**src/rtl/mem_arbiter.sv**
```systemverilog
// Memory arbiter: one single-port memory shared by instruction fetch and data access.
// Only one memory transaction is outstanding at a time, and each response is routed
// back to the requester that owns it. Data normally wins arbitration. A streak
// counter makes sure fetch is not starved by a long run of data grants.
module mem_arbiter #(
  parameter int ADDR_W       = 32,
  parameter int DATA_W       = 32,
  parameter int MAX_D_STREAK = 2
) (
  input  logic                clk,
  input  logic                rst,
  input  logic                if_req_i,
  input  logic [ADDR_W-1:0]   if_addr_i,
  output logic                if_gnt_o,
  output logic                if_rvalid_o,
  output logic [DATA_W-1:0]   if_rdata_o,
  input  logic                d_req_i,
  input  logic                d_we_i,
  input  logic [ADDR_W-1:0]   d_addr_i,
  input  logic [DATA_W-1:0]   d_wdata_i,
  input  logic [DATA_W/8-1:0] d_be_i,
  output logic                d_gnt_o,
  output logic                d_rvalid_o,
  output logic [DATA_W-1:0]   d_rdata_o,
  output logic                mem_req_o,
  output logic                mem_we_o,
  output logic [ADDR_W-1:0]   mem_addr_o,
  output logic [DATA_W-1:0]   mem_wdata_o,
  output logic [DATA_W/8-1:0] mem_be_o,
  input  logic                mem_rvalid_i,
  input  logic [DATA_W-1:0]   mem_rdata_i,
  output logic                stall_o
);

  localparam int SW = (MAX_D_STREAK < 1) ? 1 : $clog2(MAX_D_STREAK + 1);
  localparam logic [SW-1:0] STREAK_MAX = SW'(MAX_D_STREAK);

  typedef enum logic [1:0] {
    IDLE    = 2'd0,
    BUSY_IF = 2'd1,
    BUSY_D  = 2'd2
  } state_t;

  state_t        state_reg, state_next;
  logic [SW-1:0] d_streak_reg, d_streak_next;
  logic          resp_en, arb_en, d_win, if_win;

  // Arbitration, response routing, memory muxing and next-state logic
  always_comb begin
    state_next    = state_reg;
    d_streak_next = d_streak_reg;
    if_gnt_o      = 1'b0;
    if_rvalid_o   = 1'b0;
    if_rdata_o    = '0;
    d_gnt_o       = 1'b0;
    d_rvalid_o    = 1'b0;
    d_rdata_o     = '0;
    mem_req_o     = 1'b0;
    mem_we_o      = 1'b0;
    mem_addr_o    = '0;
    mem_wdata_o   = '0;
    mem_be_o      = '0;
    stall_o       = 1'b0;

    // A memory response only counts while we own a transaction; when IDLE it is stale.
    resp_en = !rst && (state_reg != IDLE) && mem_rvalid_i;
    // A new grant can go out when idle, or back-to-back in the response cycle.
    arb_en  = !rst && ((state_reg == IDLE) || mem_rvalid_i);
    d_win   = arb_en && d_req_i && !(if_req_i && (d_streak_reg == STREAK_MAX));
    if_win  = arb_en && !d_win && if_req_i;

    if (resp_en) begin
      if (state_reg == BUSY_IF) begin
        if_rvalid_o = 1'b1;
        if_rdata_o  = mem_rdata_i;
      end else begin
        d_rvalid_o = 1'b1;
        d_rdata_o  = mem_rdata_i;
      end
      state_next = IDLE;
    end

    if (d_win) begin
      d_gnt_o     = 1'b1;
      mem_req_o   = 1'b1;
      mem_we_o    = d_we_i;
      mem_addr_o  = d_addr_i;
      mem_wdata_o = d_wdata_i;
      mem_be_o    = d_be_i;
      state_next  = BUSY_D;
      // Only a waiting fetch makes a data grant count towards the streak.
      if (if_req_i) begin
        d_streak_next = (d_streak_reg == STREAK_MAX) ? STREAK_MAX : d_streak_reg + SW'(1);
      end else begin
        d_streak_next = '0;
      end
    end else if (if_win) begin
      if_gnt_o      = 1'b1;
      mem_req_o     = 1'b1;
      mem_addr_o    = if_addr_i;
      state_next    = BUSY_IF;
      d_streak_next = '0;
    end

    if (!rst) begin
      stall_o = (if_req_i && !if_gnt_o) || (d_req_i && !d_gnt_o) ||
                ((state_reg != IDLE) && !mem_rvalid_i);
    end
  end

  // State and streak registers with synchronous reset
  always_ff @(posedge clk) begin
    if (rst) begin
      state_reg    <= IDLE;
      d_streak_reg <= '0;
    end else begin
      state_reg    <= state_next;
      d_streak_reg <= d_streak_next;
    end
  end

endmodule
```
**config.mk**
```make
export PLATFORM = sky130hd
export DESIGN_NAME = mem_arbiter
export DESIGN_NICKNAME = d
export VERILOG_FILES = /design/src/rtl/mem_arbiter.sv
export SDC_FILE = /design/constraint.sdc
export NUM_CORES = 1
export LEC_CHECK = 0
export CAP_MARGIN = 20
export CORE_AREA = 2 2 109 111
export CTS_BUF_LIST = sky130_fd_sc_hd__clkbuf_16
export CTS_CLUSTER_DIAMETER = 200
export CTS_CLUSTER_SIZE = 14
export DETAILED_ROUTE_END_ITERATION = 7
export DIE_AREA = 0 0 111 113
export PLACE_DENSITY = 0.58
export SETUP_SLACK_MARGIN = 0.02
export SYNTH_ARGS = -nofsm -noshare
export SYNTH_HDL_FRONTEND = slang
export SYNTH_SLANG_ARGS = --single-unit
```
**constraint.sdc**
```tcl
create_clock -name clk -period 1.51 [get_ports clk]
set_input_delay 0.151 -clock clk [delete_from_list [all_inputs] [get_ports clk]]
set_output_delay 0.151 -clock clk [all_outputs]
set_load 0.01 [all_outputs]
```
==> results.yml <==
outcome:
  run_status: "finished with violations"
  violations: "negative setup slack"
synth:
  synth_top_area_share_pct: 40.3
  synthSimpleGateAreaFrac_pct: 69.1
  synth-edff-count: 0
  syn_nets: 401
  synth_adder_area_share_pct: 1.60
  synthFlopType: "dfxtp_1"
  ys_types: 23
  ys_warn_count: 0
  synth_xor_area_share_pct: 0
  synth_top_family_by_area: "simple AND/OR/NAND/NOR gates"
  netlist_area_um2: 1570
  synth-seq-cells: 4
  synth_area_per_cell_um2: 6.00
  muxShareOfSynthArea_pct: 0
  synth_cells: 261
  seq_area_frac_synth_pct: 5.11
  yosysTopAreaCell: "and2_1"
  async_flop_share_pct: 0
  synthTopCellsByArea: "and2_1 (40%), nand4_1 (14%), a21oi_1 (12%)"
  synth_compound_area_share_pct: 15.3
power:
  vdd_drop_max_v: 0.000225
  power_frac_comb_pct: 73.2
  totalPowerFinal_mw: 2.04
  p_leak_nw: 2.82
  p_sw_share_pct: 32.3
  pwr-share-clk_pct: 21.1
  power.internal_mw: 1.38
  power_density_nw_per_um2: 321
  seqPwrFrac_pct: 5.8
  p_sw_mw: 0.657
worst_setup_path:
  start_kind: "register"
  critPathMaxFanout: 4
  reg2reg_depth: 9
  arrival_ns: 1.81
  endpoint_kind: "primary output"
  cp.required_ns: 1.36
  critical_path_class: "register to primary output"
sta:
  skew_ns: 0.00290
  finalWorstSetupSlack_ns: -0.446
  period_needed_ns: 1.96
  fmax_ghz: 0.511
  rsz0062_at_grt: "yes"
  finalHoldViolCount: 0
  setup_viol: 138
  min_period_over_period_pct: 130
  fin_tns_setup_ns: -34.73
  relSlewSlack_pct: 65.1
  fin_hold_ws_ns: 0.453
  final-max-slew-violation-count: 0
  tightest_slew_ns: 0.523
global_routing:
  grt_pass1_vias: 3583
  grt_pass1_wl_mm: 19.6
  met2_usage_pct: 37.3
  grt_use_total_pct: 19.4
  grt_max_degree: 34
  grt.busiest_layer: "met2"
  grt_util_met3_pct: 4.61
  antenna_found_initial: 0
  grtUsageMet1_pct: 22.0
  gr-total-overflow: 0
route:
  vias: 3380
  ant_nets: 0
  wl_per_cell_um: 17.8
  post-route-drc-count: 0
  drtIter0Drc: 152
  wl_mm: 13.2
  dr.pass1.iters: 4
  vias_per_cell: 4.54
die:
  start_util_pct: 13.9
  dieArea_um2: 12500
  coreArea_um2: 11300
  rows: 39
  fp.dieH_um: 113
  pin_count: 277
  dieWidth_um: 111
clock_tree:
  cts-root-buf: "clkbuf_16"
  numCtsBuffers: 3
  cts_tree: "done"
  insertion_delay_ns: 0.23
  cts_hold_buf: 0
  cts_buffer_depth: 2
  ctsHtreeMaxLevel: 1
  clkSinkCount: 4
  path_clk_slew_ns: 0.03
layout:
  layoutNonFillerInstCount: 745
  fillers: 1007
  diodes: 0
  ff_latch_area_um2: 87.6
  multi_input_area_um2: 1970
  area_delta_synth_final_pct: 305
  final_area_um2: 6340
  nets: 744
  drive_gt1_share_pct: 66.8
hold_path:
  hold_depth: 4
  min_path_type: "primary input to register"
placed_design:
  portBuffers: 276
  hpwlAfterDp_mm: 8.06
  place_inst: 672
  gp_congestion: 0.883
  dpl_cell_area_um2: 4710
run:
  cap_violations: 0
[stage by stage]
step	worst slack [ns]	util, %
4_1_cts	-0.487	52.0
3_3_place_gp	-0.657	41.8
6_report	-0.446	56.3
5_1_grt	-0.507	56.3
3_5_place_dp	-0.679	41.8
2_1_floorplan	-0.0407	-
[path summary, 6_finish.rpt]
check | startpoint | end | slack [ns]
hold / removal | if_req_i | d_streak_reg[0] | 0.45
hold reg to reg | d_streak_reg[0] | d_streak_reg[0] | 0.49
setup reg to reg | d_streak_reg[0] | d_streak_reg[0] | 0
setup / recovery | d_streak_reg[0] | mem_wdata_o[13] | -0.45
[cell type report]
type                            instances  area share (%)
Clock buffer                            3            1.18
Inverter                                2           0.118
Multi-Input combinational cell        223            31.0
Sequential cell                         4            1.38
Timing Repair Buffer                  370            63.5
Tap cell                              143            2.82
[critical path, cell delays in order (launching register included)]
cell	delay [ns]
dfxtp_2	0.32
inv_2	0.05
ha_4	0.16
a21boi_4	0.19
nor3b_4	0.21
buf_4	0.17
buf_6	0.13
buf_16	0.11
and2_4	0.13
buf_6	0.09
[layout by cell type, fill, tap and decap left out, drive strengths merged, types with 2 or more instances in the layout]
master,count
a21oi,36
and2,101
buf,232
clkbuf,4
clkdlybuf4s50,134
dfxtp,4
dlygate4sd2,2
ha,2
inv,2
nand2b,2
nand3,33
nand4,34
nor2,3
o21ai,2
[layer usage]
layer / vias to the layer above / wire length [µm] / share of wire [%]
met5: - / 0 / 0
li1: 1606 / - / -
met4: 0 / 107 / 0.81
met2: 173 / 7220 / 55
met3: 10 / 900 / 6.8
met1: 1591 / 5010 / 38
[cell usage after synthesis (2+ instances only)]
master    count
dfxtp_1       4
nor2_1        3
nand4_1      34
and2_1      101
nand3_1      33
inv_1         2
a21oi_1      36
nand2b_1      2
ha_1          2
buf_4         2
o21ai_0       2
clkbuf_1     26
buf_2         4
[what timing repair did]
item                       4_1_cts  5_1_grt
setup endpoints to repair      140      143
pin swaps                       94       54
hold endpoints to repair         0        0
gates resized for setup        778      116
cloned                          17        1
buffers inserted                50       12
[kinds of logic (layout without fill, tap and decap cells)]
logic type	Yosys count	in the layout
buffers and inverters	34	375
AO/OA/AOI/OAI	42	42
adder cells (fa/ha/maj)	2	2
flip-flops	4	4
AND/OR/NAND/NOR	179	179
[power groups by stage]
stage / Sequential (mW) / Combinational [mW] / Clock [mW]
2_1_floorplan: 0.117 / 0.341 / 0
3_3_place_gp: 0.118 / 1.05 / 0
3_5_place_dp: 0.119 / 1.06 / 0
4_1_cts: 0.117 / 1.39 / 0.435
5_1_grt: 0.118 / 1.57 / 0.439
6_report: 0.118 / 1.49 / 0.429
Note: power is estimated with default switching activity, not from simulation.
